$ cat src/rtl/fwd_pkg.sv
// Shared types and constants for the EX-stage forwarding / load-use controller.
package fwd_pkg;

   localparam int unsigned ENTRY_REG_W = 5;

   localparam logic [1:0] FWD_REG = 2'b00;
   localparam logic [1:0] FWD_WB  = 2'b01;
   localparam logic [1:0] FWD_MEM = 2'b10;

   typedef struct packed {
      logic                   valid;
      logic [ENTRY_REG_W-1:0] rs1;
      logic [ENTRY_REG_W-1:0] rs2;
      logic [ENTRY_REG_W-1:0] rd;
      logic                   regwrite;
      logic                   memread;
   } pipe_entry_t;

   localparam pipe_entry_t BUBBLE = '0;

   // True when the entry will write back rs; x0 is never a forwarding source.
   function automatic logic writes_reg(pipe_entry_t e, logic [ENTRY_REG_W-1:0] rs);
      return e.valid && e.regwrite && (e.rd != '0) && (e.rd == rs);
   endfunction

endpackage

$ cat src/rtl/forward_ctrl_if.sv
// ID-stage metadata in, operand selects and stall control out.
interface forward_ctrl_if #(
   parameter int unsigned REG_W = 5,
   parameter int unsigned CNT_W = 16
);
   logic             id_valid_i;
   logic [REG_W-1:0] id_rs1_i;
   logic [REG_W-1:0] id_rs2_i;
   logic [REG_W-1:0] id_rd_i;
   logic             id_regwrite_i;
   logic             id_memread_i;
   logic             flush_i;
   logic [1:0]       forward_a_o;
   logic [1:0]       forward_b_o;
   logic             stall_o;
   logic [CNT_W-1:0] stall_cnt_o;

   modport master (
      output id_valid_i, id_rs1_i, id_rs2_i, id_rd_i, id_regwrite_i, id_memread_i, flush_i,
      input  forward_a_o, forward_b_o, stall_o, stall_cnt_o
   );

   modport slave (
      input  id_valid_i, id_rs1_i, id_rs2_i, id_rd_i, id_regwrite_i, id_memread_i, flush_i,
      output forward_a_o, forward_b_o, stall_o, stall_cnt_o
   );
endinterface

$ cat src/rtl/fwd_select.sv
// Operand-source select for one EX source register; EXMEM beats MEMWB.
module fwd_select
   import fwd_pkg::*;
(
   input  logic [ENTRY_REG_W-1:0] rs,
   input  pipe_entry_t            exmem,
   input  pipe_entry_t            memwb,
   output logic [1:0]             sel
);

   always_comb begin
      sel = FWD_REG;
      if (writes_reg(exmem, rs)) begin
         sel = FWD_MEM;
      end else if (writes_reg(memwb, rs)) begin
         sel = FWD_WB;
      end
   end

   // Source fields and memread of the later stages carry no meaning here.
   logic unused_fields;
   assign unused_fields = ^{exmem.rs1, exmem.rs2, exmem.memread,
                            memwb.rs1, memwb.rs2, memwb.memread};

endmodule

$ cat src/rtl/forward_ctrl.sv
// Tracks rd metadata through ID/EX, EX/MEM, MEM/WB; drives forwarding selects and load-use stall.
module forward_ctrl
   import fwd_pkg::*;
#(
   parameter int unsigned REG_W = ENTRY_REG_W,
   parameter int unsigned CNT_W = 16
) (
   input  logic           clk_i,
   input  logic           rst_i,
   forward_ctrl_if.slave  bus
);

   pipe_entry_t      idex;
   pipe_entry_t      exmem;
   pipe_entry_t      memwb;
   pipe_entry_t      id_entry;
   logic             stall;
   logic [CNT_W-1:0] stall_cnt;
   logic [REG_W-1:0] id_rs1;
   logic [REG_W-1:0] id_rs2;
   logic [REG_W-1:0] id_rd;

   assign id_rs1 = bus.id_rs1_i;
   assign id_rs2 = bus.id_rs2_i;
   assign id_rd  = bus.id_rd_i;

   // Load in EX whose result the ID instruction needs; a flush overrides it.
   always_comb begin
      stall = 1'b0;
      if (bus.id_valid_i && !bus.flush_i &&
          idex.valid && idex.memread && idex.regwrite && (idex.rd != '0) &&
          ((idex.rd == ENTRY_REG_W'(id_rs1)) || (idex.rd == ENTRY_REG_W'(id_rs2)))) begin
         stall = 1'b1;
      end
   end

   always_comb begin
      id_entry = BUBBLE;
      if (bus.id_valid_i && !bus.flush_i && !stall) begin
         id_entry.valid    = 1'b1;
         id_entry.rs1      = ENTRY_REG_W'(id_rs1);
         id_entry.rs2      = ENTRY_REG_W'(id_rs2);
         id_entry.rd       = ENTRY_REG_W'(id_rd);
         id_entry.regwrite = bus.id_regwrite_i;
         id_entry.memread  = bus.id_memread_i;
      end
   end

   always_ff @(posedge clk_i) begin
      if (rst_i) begin
         idex      <= BUBBLE;
         exmem     <= BUBBLE;
         memwb     <= BUBBLE;
         stall_cnt <= '0;
      end else begin
         idex  <= id_entry;
         exmem <= idex;
         memwb <= exmem;
         if (stall && (stall_cnt != '1)) begin
            stall_cnt <= stall_cnt + CNT_W'(1);
         end
      end
   end

   fwd_select u_fwd_a (
      .rs    (idex.rs1),
      .exmem (exmem),
      .memwb (memwb),
      .sel   (bus.forward_a_o)
   );

   fwd_select u_fwd_b (
      .rs    (idex.rs2),
      .exmem (exmem),
      .memwb (memwb),
      .sel   (bus.forward_b_o)
   );

   assign bus.stall_o     = stall;
   assign bus.stall_cnt_o = stall_cnt;

endmodule

$ cat src/flat_wrapper.sv
// flat-port wrapper written by rule: the top's interface ports become plain ports
module forward_ctrl_flat import fwd_pkg::*;
#(
   parameter int unsigned REG_W = ENTRY_REG_W,
   parameter int unsigned CNT_W = 16
)
  (clk_i, rst_i, bus_id_valid_i, bus_id_rs1_i, bus_id_rs2_i, bus_id_rd_i, bus_id_regwrite_i, bus_id_memread_i, bus_flush_i, bus_forward_a_o, bus_forward_b_o, bus_stall_o, bus_stall_cnt_o);
  forward_ctrl_if #(.REG_W(REG_W), .CNT_W(CNT_W)) bus_i ();
  input  logic clk_i;
  input  logic rst_i;
  input wire logic [$bits(bus_i.id_valid_i)-1:0] bus_id_valid_i;
  input wire logic [$bits(bus_i.id_rs1_i)-1:0] bus_id_rs1_i;
  input wire logic [$bits(bus_i.id_rs2_i)-1:0] bus_id_rs2_i;
  input wire logic [$bits(bus_i.id_rd_i)-1:0] bus_id_rd_i;
  input wire logic [$bits(bus_i.id_regwrite_i)-1:0] bus_id_regwrite_i;
  input wire logic [$bits(bus_i.id_memread_i)-1:0] bus_id_memread_i;
  input wire logic [$bits(bus_i.flush_i)-1:0] bus_flush_i;
  output wire logic [$bits(bus_i.forward_a_o)-1:0] bus_forward_a_o;
  output wire logic [$bits(bus_i.forward_b_o)-1:0] bus_forward_b_o;
  output wire logic [$bits(bus_i.stall_o)-1:0] bus_stall_o;
  output wire logic [$bits(bus_i.stall_cnt_o)-1:0] bus_stall_cnt_o;
  assign bus_i.id_valid_i = bus_id_valid_i;
  assign bus_i.id_rs1_i = bus_id_rs1_i;
  assign bus_i.id_rs2_i = bus_id_rs2_i;
  assign bus_i.id_rd_i = bus_id_rd_i;
  assign bus_i.id_regwrite_i = bus_id_regwrite_i;
  assign bus_i.id_memread_i = bus_id_memread_i;
  assign bus_i.flush_i = bus_flush_i;
  assign bus_forward_a_o = bus_i.forward_a_o;
  assign bus_forward_b_o = bus_i.forward_b_o;
  assign bus_stall_o = bus_i.stall_o;
  assign bus_stall_cnt_o = bus_i.stall_cnt_o;
  forward_ctrl #(.REG_W(REG_W), .CNT_W(CNT_W)) u_core (.clk_i(clk_i), .rst_i(rst_i), .bus(bus_i));
endmodule
$ cat config.mk
export PLATFORM = sky130hd
export DESIGN_NAME = forward_ctrl_flat
export DESIGN_NICKNAME = d
export VERILOG_FILES = /design/src/rtl/fwd_pkg.sv /design/src/rtl/forward_ctrl_if.sv /design/src/rtl/fwd_select.sv /design/src/rtl/forward_ctrl.sv /design/src/flat_wrapper.sv
export SDC_FILE = /design/constraint.sdc
export NUM_CORES = 1
export LEC_CHECK = 0
export BUFFER_PORTS_ARGS = -buffer_cell sky130_fd_sc_hd__buf_2
export CORE_AREA = 2 2 93 86
export DETAILED_ROUTE_END_ITERATION = 12
export DIE_AREA = 0 0 95 88
export MAX_ROUTING_LAYER = met4
export PLACE_DENSITY = 0.52
export SLEW_MARGIN = 20
export SYNTH_ARGS = -nofsm -noshare
export SYNTH_HDL_FRONTEND = slang
export SYNTH_SLANG_ARGS = --single-unit
$ cat constraint.sdc
create_clock -name clk_i -period 2.38 [get_ports clk_i]
set_input_delay 0.357 -clock clk_i [delete_from_list [all_inputs] [get_ports clk_i]]
set_output_delay 0.357 -clock clk_i [all_outputs]
set_load 0.05 [all_outputs]
# Yosys cells after proc, flatten, opt, wreduce, memory -nomap -nowiden
# Index checks and enable logic that the tools add are counted.
# Widths: inputs -> output; s select.
[word_totals]
regBits = 48
wordCells = 51
[classes]
add_sub_neg = 1
n_eq_ne = 7
mux = 6
n_bitwise = 1
n_reduce_logical = 23
[ops]
columns = ["op", "count"]
rows = [
  ["$eq 5x5->1", 6],
  ["$mux 18", 1],
  ["$add 16x1->16 const B", 1],
  ["$logic_and 1x1->1", 16],
  ["$ne 16x16->1 const B", 1],
  ["$reduce_bool 5->1", 3],
  ["$mux 2", 2],
  ["$mux 1", 3],
  ["$logic_not 1->1", 2],
  ["$reduce_or 2->1", 1],
  ["$logic_or 1x1->1", 1],
  ["$not 1->1", 1],
]

# Longest topological paths before layout
# Gate-level depths: netlist (run 1).
[logic_depth]
ltp_word = 12
depth_mapped = 8
ltp_nobuf = 6

# Cells and area by module
# Synthesis (run 1) repeated with hierarchy kept, for this count alone.
[hier_totals]
cells_unflattened = 281
area_unflattened_um2 = 2867.8
[modules_own_cells]
columns = ["mod", "instances", "cells_each", "area_each_um2", "seq_area_each_um2"]
rows = [
  ["forward_ctrl", 1, 243, 2552.4, 1401.3],
  ["fwd_select", 2, 19, 157.7, 0.0],
]

# Worst setup path after synthesis (run 1)
# Ideal clock, no wire load.
[synth_path]
path_kind = "register -> output"
from = "register u_core.exmem[4] (netlist name)"
to = "output bus_forward_b_o[0]"
arrival_time_ns = 2.959
required_ns = 2.023
path_slack_ns = -0.936
path_stages_with_launch = 5
cell_sequence = "dfxtp_1 or4_1 o211ai_1 nor4_1 nor4_1"
[synth_between]
elab_chain_len = 4
word_cells_on_any_way = 5
cone_classes = "eq/ne: 1; mux: 1; reduce/logical: 3"
[synth_lines]
columns = ["item", "line", "text"]
rows = [
  ["$reduce_bool 5->1", "fwd_pkg.sv:23", "return e.valid && e.regwrite && (e.rd != '0) && (e.rd == rs);"],
  ["$logic_and 1x1->1", "fwd_pkg.sv:23", ""],
  ["$logic_and 1x1->1 (*)", "fwd_pkg.sv:23", ""],
  ["$mux 2 (*)", "fwd_select.sv:13", "if (writes_reg(exmem, rs)) begin"],
  ["to (decl)", "flat_wrapper.sv:19", "output wire logic [$bits(bus_i.forward_b_o)-1:0] bus_forward_b_o;"],
]
# Every way passes the cells marked *; elsewhere a longest branch is shown, timed or not.

# Worst setup path after layout (run 1)
[layout_path]
from = "register u_core.memwb[4] (netlist name)"
to = "output bus_forward_b_o[0]"
[layout_between]
elab_chain_len = 5
word_cells_on_any_way = 6
cone_classes = "eq/ne: 1; mux: 2; reduce/logical: 3"
[layout_lines]
columns = ["item", "line", "text"]
rows = [
  ["$reduce_bool 5->1", "fwd_pkg.sv:23", ""],
  ["$logic_and 1x1->1", "fwd_pkg.sv:23", ""],
  ["$logic_and 1x1->1 (*)", "fwd_pkg.sv:23", ""],
  ["$mux 1 (*)", "fwd_select.sv:15", "end else if (writes_reg(memwb, rs)) begin"],
  ["$mux 2 (*)", "fwd_select.sv:13", ""],
]
# Marked as above.

==> impl_results.md, run 1 <==
- Status: finished, final reports clean
- First-pass GRT wire length: 8631 um
- Overflow after GRT: 0
- Total track usage: 0.1373
- Mapped Avg Cell Area: 9.655 sq um
- Ys Warns: 0
- Vias in the first global route: 1808
- Req. time, crit path: 2.02 ns
- Mapped Cells: 233
- Crit path arrival time: 1.96 ns
- Yosys cell types: 41
- Fraction of layout cells with a size suffix above 1: 0.3004
- Crit Path Max Fanout: 3
- DR vias/cell: 4.921
- Syn_nets: 255
- Final period utilization: 0.9725
- Via Count: 1865
- Fin crit period: 2.315 ns
- Max cap viols: 0
- Core area: 7395 sq um
- Die Ht: 88 um
- Power Dens Cells: 551.0 nW/um^2
- Async SR Flop Fraction: 0
- Multi-input logic area: 1260 sq um
- Initial core utilization: 0.3042
- Nets: 304
- Final Setup Violations: 0
- Finished Layout Cells: 379
- Seq/Total Area, Yosys: 0.4271
- DRC: 0
- Setup CP Type: reg2out
- Clock Latency Late Sink: 0.31 ns
- Final WL: 5226 um
- Post-synth EDFFs: 0
- Max-slew violations: 0
- Reg area: 969.7 sq um
- Final Hold Fails: 0
- Routability congestion estimate: 0.7844
- Cell Rows: 30
- Hold Crit Class: in2reg
- Static Leakage: 1.120 nW
- Critical Path Source Type: register
- Die Area: 8360 sq um
- IO Count: 42
- Initial antenna violation count: 0
- N_diodes: 0
- Actual slew at the worst max-slew pin: 0.6122 ns
- Clk sink count: 48
- CTS tree: done
- Placed wire-length estimate: 3903 um
- I/O Buffers: 41
- DR WL/cell: 13.79 um
- Clock Tree Buf Depth: 2
- Primary FF master, synth: dfxtp_1
- Fill cells: 765
- Largest net degree at the start of global routing: 35
- Drt pass-1 iters: 4
- Placed insts: 368
- Max H-tree Level: 2
- Inserted Clock Buffers: 5
- Unrepaired setup endpoints after global routing: true
- Area growth from synthesis to layout: 23.47%
- Setup tns final: 0 ns
- Clock root cell: clkbuf_8
- Critical Path End Type: output pin
- Skew final: 0.006586 ns
- Clock slew at reported path FFs: 0.10 ns
- Initial DRC Count: 66
- Slew headroom: 0.5919
- Flops & latches, synth: 48
- Post-Syn Area: 2250 sq um
- ANT nets after route: 0
- Worst VDD drop: 230.2 uV
- Die Wd: 95 um
- FMAX: 432.0 MHz
## through the flow
step / utilization / setup WS [ns] / total power (W) / area [sq um] / hold WS (ns)
detailed placement: 0.3523 / 0.2025 / 0.0009389 / 2605 / 0.4708
finish: 0.3756 / 0.06545 / 0.001531 / 2778 / 0.2470
floorplan: - / -0.008940 / 0.0009021 / 2282 / 0.4377
CTS: 0.3731 / 0.009506 / 0.001543 / 2759 / 0.2404
global placement: 0.3523 / 0.2187 / 0.0009387 / 2605 / 0.4641
global route: 0.3756 / -0.03387 / 0.001589 / 2778 / 0.2438
## flip-flops by register name, indices dropped and copies added, names as in the netlist
name	flops
u_core.exmem	7
u_core.bus.stall_cnt_o	16
u_core.idex	18
u_core.memwb	7
## final cells by class
type                       instances  area share
multi-input combinational        172      0.4536
sequential                        48      0.3491
timing repair buffer              52      0.1081
tap                               96     0.04324
clock buffer                       5     0.02477
clock inverter                     3     0.01712
inverter                           3    0.004054
## metal layers
metal,GRT usage,vias to the layer above,share of wire
met3,0.02754,6,0.038
met2,0.2102,47,0.46
met1,0.1802,869,0.49
li1,-,943,-
met4,0.04875,0,0.012
met5,-,-,0
## layout by cell type, fill, tap and decap left out, types with 4 or more instances in the layout
master,count
a21oi_1,9
and2_1,18
and3_1,4
buf_2,39
buf_4,11
clkbuf_8,5
dfxtp_1,41
dfxtp_2,7
nand2_1,7
nand3_1,11
nand4_1,6
nor2_1,7
nor2b_1,15
o211ai_1,4
o21ai_0,4
o31ai_1,5
o41ai_1,4
or3_1,4
or4_1,8
xnor2_1,18
xor2_1,12
## path summary, 6_finish.rpt
kind / depth (start not counted) / endpoint / slack (ns) / from
worst max-delay path: 5 / bus_forward_b_o[0] / 0.07 / u_core.memwb[4]
worst min-delay path: 2 / u_core.idex[3] / 0.25 / bus_id_rd_i[1]
worst max register to register: 7 / u_core.bus.stall_cnt_o[5] / 0.16 / u_core.bus.stall_cnt_o[0]
worst min register to register: 1 / u_core.memwb[1] / 0.48 / u_core.exmem[1]
## critical path, stage by stage (launching register included)
cell and delay (ns):
dfxtp_2 0.37, or4_1 0.12, o211ai_1 0.11, or4_4 0.57, nor4_4 0.29, buf_6 0.19
## repair_timing
| item | in CTS | in global routing |
|---|---|---|
| setup buffers | 3 | 0 |
| hold buffers | 0 | 0 |
| gates resized for setup | 8 | 5 |
| setup endpoints to repair | 2 | 3 |
| pin swaps | 3 | 3 |
## cell families (layout without fill, tap and decap cells)
logic type / Yosys count / count (layout) / share of synthesized area
mux: 2 / 2 / 0.01001
simple gates: 99 / 99 / 0.2709
compound gates: 40 / 40 / 0.1368
flops: 48 / 48 / 0.4271
fa+ha+maj: 1 / 1 / 0.005561
xor+xnor: 30 / 30 / 0.1168
buf+inv: 13 / 63 / 0.03281
## Yosys cell counts, types with 3 or more instances
cell	number	area (sq um)
nand4_1	6	37.54
nor3_1	4	20.02
a211oi_2	3	37.54
and3_1	4	25.02
o211ai_1	4	30.03
nand3_1	11	55.05
or4_1	9	67.56
nor2b_1	15	93.84
o2111ai_1	3	26.28
and2_1	18	112.6
clkbuf_1	5	18.77
o31ai_1	5	37.54
o41ai_1	4	35.03
xor2_1	12	105.1
or3_1	4	25.02
xnor2_1	18	157.7
or2_2	3	18.77
inv_1	3	11.26
o311ai_0	3	26.28
nor2_1	7	26.28
o21ai_0	4	20.02
nand2_1	7	26.28
nor4_1	5	31.28
dfxtp_1	48	960.9
a21oi_1	9	45.04
## report_power, final
group | total (W) | leakage [nW] | internal [W] | switching (W)
logic | 0.0000944 | 0.670 | 0.0000448 | 0.0000496
registers | 0.000826 | 0.392 | 0.000815 | 0.0000118
clock network | 0.000610 | 0.0583 | 0.000317 | 0.000293
total | 0.00153 | 1.12 | 0.00118 | 0.000354
Note: power is estimated with default switching activity, not from simulation.
==> inputs of run 2 (changes only) <==
- ABC_CLOCK_PERIOD_IN_PS: unset -> 2530
- clock period: 2.38 -> 2.53 ns (I/O delays scaled with it)
==> run 2 against run 1 <==
Via count decreased by 3.8%. Sequential share of layout area increased by 0.45 points. Register-to-register slack better by 0.02 ns. Clock-buffer cell count did not move.
==> impl_results.md, run 2 (synthesis gave the netlist of run 1 again) <==
- Status: finished, final reports clean
- Overflow after GRT: 0 (unchanged)
- Max reg flops: 18 (unchanged)
- Fraction of layout cells with a size suffix above 1: 0.2599 (-0.04043)
- Die Area: 8360 sq um (unchanged)
- Flop2flop setup slack: 0.18 ns (+0.02 ns)
- First-pass GRT wire length: 8342 um (-3.3%)
- ANT nets after route: 0 (unchanged)
- DRC: 0 (unchanged)
- Initial core utilization: 0.3042 (unchanged)
- Worst VDD drop: 212.0 uV (-7.9%)
- Nets: 298 (-2.0%)
- Hold Crit Class: in2reg
- Actual slew at the worst max-slew pin: 0.6154 ns (+0.003206 ns)
- Final Setup Violations: 0 (unchanged)
- Inserted Clock Buffers: 5 (unchanged)
- CTS tree: done
- Fill cells: 748 (-2.2%)
- Initial antenna violation count: 0 (unchanged)
- Placed wire-length estimate: 3861 um (-1.1%)
- Critical Path End Type: output pin
- Max-slew violations: 0 (unchanged)
- Critical Path Source Type: register
- Crit path cell chain: or4_1 > o211ai_1 > buf_4 > nor4_2 > nor3_2 > clkbuf_4
- Via Count: 1795 (-3.8%)
- Max cap viols: 0 (unchanged)
- Req. time, crit path: 2.15 ns (+0.13 ns)
- Slowest CP cell: or4_1
- Skew final: 0.01040 ns (+0.003813 ns)
- Final Hold Fails: 0 (unchanged)
- Hold-fix buffers, CTS: 0 (unchanged)
- Dpl ws: 0.1756 ns (-0.02689 ns)
- Most frequent cells in the layout: dfxtp_1, buf_2, xnor2_1, and2_1, nor2b_1
- Die Ht: 88 um (unchanged)
- Slowest stage delay, CP: 0.53 ns (-0.04 ns)
- Vias in the first global route: 1685 (-6.8%)
- Die Wd: 95 um (unchanged)
- Routability congestion estimate: 0.8154 (+4.0%)
- N_diodes: 0 (unchanged)
- Clock Tree Buf Depth: 2 (unchanged)
- Commonest non-fill, non-tap cell in the layout: dfxtp_1
- IO Count: 42 (unchanged)
- Unrepaired setup endpoints after global routing: false
- Multi-input logic area: 1240 sq um (-1.6%)
- Largest net degree at the start of global routing: 35 (unchanged)
- Power Dens Cells: 563.8 nW/um^2 (+2.3%)
- Crit path arrival time: 2.07 ns (+0.11 ns)
- I/O Buffers: 41 (unchanged)
- Biggest register: u_core.idex
- Area growth from synthesis to layout: 20.80%
- Clock slew at reported path FFs: 0.10 ns (about the same)
- Max H-tree Level: 2 (unchanged)
- Crit Path Max Fanout: 4 (+1)
- FMAX: 408.9 MHz
- Static Leakage: 1.089 nW (-2.7%)
- Slew headroom: 0.5897 (-0.002138)
- Final WL: 5111 um (-2.2%)
- DR vias/cell: 4.812 (-2.2%)
- Core area: 7395 sq um (unchanged)
- Final period utilization: 0.9665
- Setup CP Type: reg2out
- Total track usage: 0.1317 (-0.005640)
- Drt pass-1 iters: 4 (unchanged)
- Clock root cell: clkbuf_8
- Initial DRC Count: 66 (unchanged)
- Setup ws final: 0.08471 ns (+0.01926 ns)
- Hold Slack: 0.2737 ns (+0.02672 ns)
- Fin crit period: 2.445 ns
- Clock Latency Late Sink: 0.31 ns (about the same)
- Clk sink count: 48 (unchanged)
- Cell Rows: 30 (unchanged)
- DR WL/cell: 13.70 um (-0.63%)
- Reg area: 960.9 sq um (-0.90%)
[run 2: cell types whose count changed in the layout (fill, tap and decap cells not counted), sizes merged]
cell / previous run / this run
clkbuf: 5 / 6
clkinv: 2 / 0
buf: 52 / 45
bufinv: 1 / 2
inv: 3 / 4
[run 2: power breakdown]
part           switching, W  internal, W
sequential        0.0000114     0.000766
clock              0.000272     0.000398
combinational     0.0000440    0.0000407
total              0.000328      0.00120
[run 2: area by class of cell]
type | count | area share
multi-input combinational | 172 | 0.4563
sequential | 48 | 0.3536
timing repair buffer | 46 | 0.09116
tap | 96 | 0.04420
clock buffer | 5 | 0.02532
clock inverter | 3 | 0.02532
inverter | 3 | 0.004144
[run 2: worst paths after layout]
kind	startpoint	to	cells after the start
worst min-delay path	bus_id_rd_i[1]	u_core.idex[3]	2
worst max register to register	u_core.bus.stall_cnt_o[0]	u_core.bus.stall_cnt_o[11]	6
worst max-delay path	u_core.exmem[3]	bus_forward_a_o[0]	6
worst min register to register	u_core.idex[1]	u_core.exmem[1]	1
[run 2: worst max-delay path, delay by kind of cell (launching register included)]
kind            cells  cell delay (ns)
flops               1             0.36
compound gates      1             0.26
buf+inv             2             0.40
simple gates        3             0.74
[run 2: what timing repair did]
item	in CTS	in global routing
cloned	0	0
pin swaps	0	2
setup endpoints to repair	1	2
gates resized for setup	1	2
buffers inserted	0	1
[run 2: routing by layer]
metal,GRT usage,part of all wire,up-vias
met1,0.1830,0.52,818
met5,-,0,-
met3,0.01549,0.024,4
met4,0.05665,0.0090,0
li1,-,-,936
met2,0.1921,0.45,37
[run 2: stage by stage]
stage	area, sq um	TNS (ns)	instances	util	power [W]
after floorplan	2273	-0.1571	233	-	0.0008482
after global placement	2566	0	364	0.3470	0.0008810
after detailed placement	2566	0	364	0.3470	0.0008813
after CTS	2706	0	372	0.3660	0.001545
after global routing	2718	0	373	0.3675	0.001585
final	2718	0	373	0.3675	0.001532
==> inputs of run 3 (changes only) <==
--- a/config.mk
+++ b/config.mk
@@ -13,4 +13,5 @@
 export MAX_ROUTING_LAYER = met4
 export PLACE_DENSITY = 0.52
+export RECOVER_POWER = 100
 export SLEW_MARGIN = 20
 export SYNTH_ARGS = -nofsm -noshare
==> constraint.sdc (replaced) <==
create_clock -name clk_i -period 2.53 [get_ports clk_i]
set_input_delay 0.1265 -clock clk_i [delete_from_list [all_inputs] [get_ports clk_i]]
set_output_delay 0.1265 -clock clk_i [all_outputs]
set_load 0.05 [all_outputs]
==> run 3 against run 2 <==
Combinational power is 2.5% lower. Clock skew hardly changed. Largest cell class unchanged. Non-clock buffer count is 1 lower. Register-to-register slack better by 0.11 ns. Die area stayed put. Critical path type unchanged. Sequential power hardly changed. Maximum frequency is 5.4% higher. Worst hold slack worse by 0.26 ns. Critical path depth is 1 lower.
==> impl_results.md, run 3 (synthesis gave the netlist of run 1 again) <==
- Post CTS Setup Buffer Count: 0 (unchanged)
- Worst r2r src: u_core.bus.stall_cnt_o[0]
- Max reg flops: 18 (unchanged)
- Die Area: 8360 sq um (unchanged)
- Total track usage: 0.1386 (+0.006891)
- Initial antenna violation count: 0 (unchanged)
- Initial core utilization: 0.3042 (unchanged)
- Drt pass-1 iters: 4 (unchanged)
- Biggest register: u_core.idex
- ANT nets after route: 0 (unchanged)
- Fin crit period: 2.319 ns (-0.1258 ns)
- CP delay by family, top: simple AND/OR/NAND/NOR gates
- Fill cells: 769 (+2.8%)
- R2r endpoint: u_core.bus.stall_cnt_o[3]
- Actual slew at the worst max-slew pin: 1.476 ns (+0.8610 ns)
- DRC: 0 (unchanged)
- Status: finished, final reports clean
- Setup tns final: 0 ns (unchanged)
- Clock root cell: clkbuf_8
- Placement Cell Area: 2566 sq um (unchanged)
- Inserted Clock Buffers: 5 (unchanged)
- Most frequent cells in the layout: dfxtp_1, clkbuf_1, buf_2, xnor2_1, nor2b_1
- Clk sink count: 48 (unchanged)
- Via Count: 1823 (+1.6%)
- Internal: 0.001103 W (-8.5%)
- Max-slew violations: 0 (unchanged)
- Critical Path Source Type: register
- Flop2flop setup slack: 0.29 ns (+0.11 ns)
- DR WL/cell: 13.72 um (+0.15%)
- IO Count: 42 (unchanged)
- Skew final: 0.01026 ns (-0.0001384 ns)
- FMAX: 431.1 MHz (+5.4%)
- Net Sw Frac: 0.2289 (+0.01516)
- DR vias/cell: 4.901 (+1.8%)
- Clock Latency Late Sink: 0.31 ns (about the same)
- Clock Tree Buf Depth: 2 (unchanged)
- Commonest non-fill, non-tap cell in the layout: dfxtp_1
- N_diodes: 0 (unchanged)
- Slowest stage delay, CP: 0.52 ns (about the same)
- Final Hold Fails: 0 (unchanged)
- Power Dens Cells: 542.1 nW/um^2 (-3.8%)
- Psw: 0.0003273 W (about the same)
- Cell Rows: 30 (unchanged)
- Slowest CP cell: or4_1
- Seq pwr share: 0.544 (+0.037)
- CP Buf/Inv Count: 1 (-1)
- Largest net degree at the start of global routing: 35 (unchanged)
- Die Wd: 95 um (unchanged)
- Clock share of power: 0.399 (-0.038)
- Max H-tree Level: 2 (unchanged)
- Post-route cell area: 2638 sq um (-2.9%)
- Crit path arrival time: 2.19 ns (+0.12 ns)
- Fraction of layout cells with a size suffix above 1: 0.1703 (-0.08964)
- Static Leakage: 0.9807 nW (-10%)
- Final WL: 5105 um (-0.12%)
- Reg2Reg Depth: 6 (unchanged)
- Crit Path Max Fanout: 4 (unchanged)
- Final Setup Violations: 0 (unchanged)
- Clock slew at reported path FFs: 0.09 ns (about the same)
- Critical Path End Type: output pin
- Worst Hold Path Cells: 2 (unchanged)
- Cell mode on critical path: nor4_2
- Final period utilization: 0.9168 (-0.04974)
- Hold Crit Class: in2reg
- Final core area utilization: 0.3567 (-0.01083)
- Die Ht: 88 um (unchanged)
- Setup CP Type: reg2out
- Overflow after GRT: 0 (unchanged)
- Crit path cell chain: or4_1 > o211ai_1 > nor4_2 > nor4_2 > clkbuf_2
- Max cap viols: 0 (unchanged)
- Nets: 297 (-0.34%)
- Slew headroom: 0.01576 (-0.5740)
- Unrepaired setup endpoints after global routing: false
- Endpoint, Worst Hold: u_core.idex[2]
- Crit path launch: u_core.exmem[3]
- Initial DRC Count: 87 (+32%)
- I/O Buffers: 41 (unchanged)
- First-pass GRT wire length: 8728 um (+4.6%)
- Core area: 7395 sq um (unchanged)
- Vias in the first global route: 1714 (+1.7%)
- Hold Path Origin: bus_id_rd_i[0]
- Placed wire-length estimate: 3806 um (-1.4%)
- CTS tree: done
- Req. time, crit path: 2.40 ns (+0.25 ns)
- Routability congestion estimate: 0.8201 (+0.58%)
- Stages on worst setup path: 5 (-1)
- Area growth from synthesis to layout: 17.24%
- Comb pwr share: 0.058 (+0.003)
- Worst VDD drop: 216.5 uV (+2.1%)
run 3: cell count changes in the layout (fill, tap and decap cells not counted), sizes merged:
cell,before,now
buf,45,21
bufinv,2,1
clkbuf,6,29
clkinv,0,2
inv,4,3
run 3: cell type report:
type	count	area, sq um	share of cell area
Sequential cell	48	960.9	0.3643
Clock buffer	5	68.82	0.02609
Multi-Input combinational cell	172	1225	0.4644
Inverter	3	11.26	0.004269
Clock inverter	3	47.55	0.01803
Timing Repair Buffer	45	203.9	0.07732
Tap cell	96	120.1	0.04554
run 3: worst max-delay path by stage:
| stage | end |
|---|---|
| 3_3_place_gp | u_core.bus.stall_cnt_o[3] |
| 5_1_grt | u_core.idex[12] |
| 3_5_place_dp | u_core.bus.stall_cnt_o[11] |
| 6_report | bus_forward_b_o[0] |
| 4_1_cts | u_core.bus.stall_cnt_o[11] |
| 2_1_floorplan | bus_forward_b_o[0] |
run 3: what timing repair did:
item,in CTS,in global routing
gates resized for setup,0,1
hold buffers,0,0
endpoints found under the setup margin,0,2
run 3: per-stage QoR:
stage                     power (W)  setup slack, ns  hold WS (ns)  std cells
final                      0.001430           0.2106       0.01533        372
after global routing       0.001493          0.05278       0.01401        372
after CTS                  0.001451           0.1609      0.008165        372
after detailed placement  0.0008809           0.1662        0.3310        364
after global placement    0.0008804           0.2428        0.3287        364
after floorplan           0.0008482          0.09595        0.2482        233
run 3: per-layer routing:
metal	up-vias	wire, um	global-route usage
met5	-	0	-
met4	0	68	0.04743
met3	6	207	0.02840
met2	47	2251	0.1992
met1	840	2577	0.1927
li1	930	-	-
run 3: power groups by stage:
stage               Sequential, W  Combinational, W  Clock [W]
floorplan                0.000792         0.0000564          0
global placement         0.000796         0.0000846          0
detailed placement       0.000796         0.0000853          0
CTS                      0.000778         0.0000858   0.000587
global route             0.000780         0.0000939   0.000619
finish                   0.000777         0.0000825   0.000570
run 3: worst reg2reg max path: cells and delay by family, from the launching register on:
kind | cells | cell delay (ns)
flops | 1 | 0.44
mux | 1 | 0.30
fa+ha+maj | 1 | 0.23
simple gates | 4 | 1.17
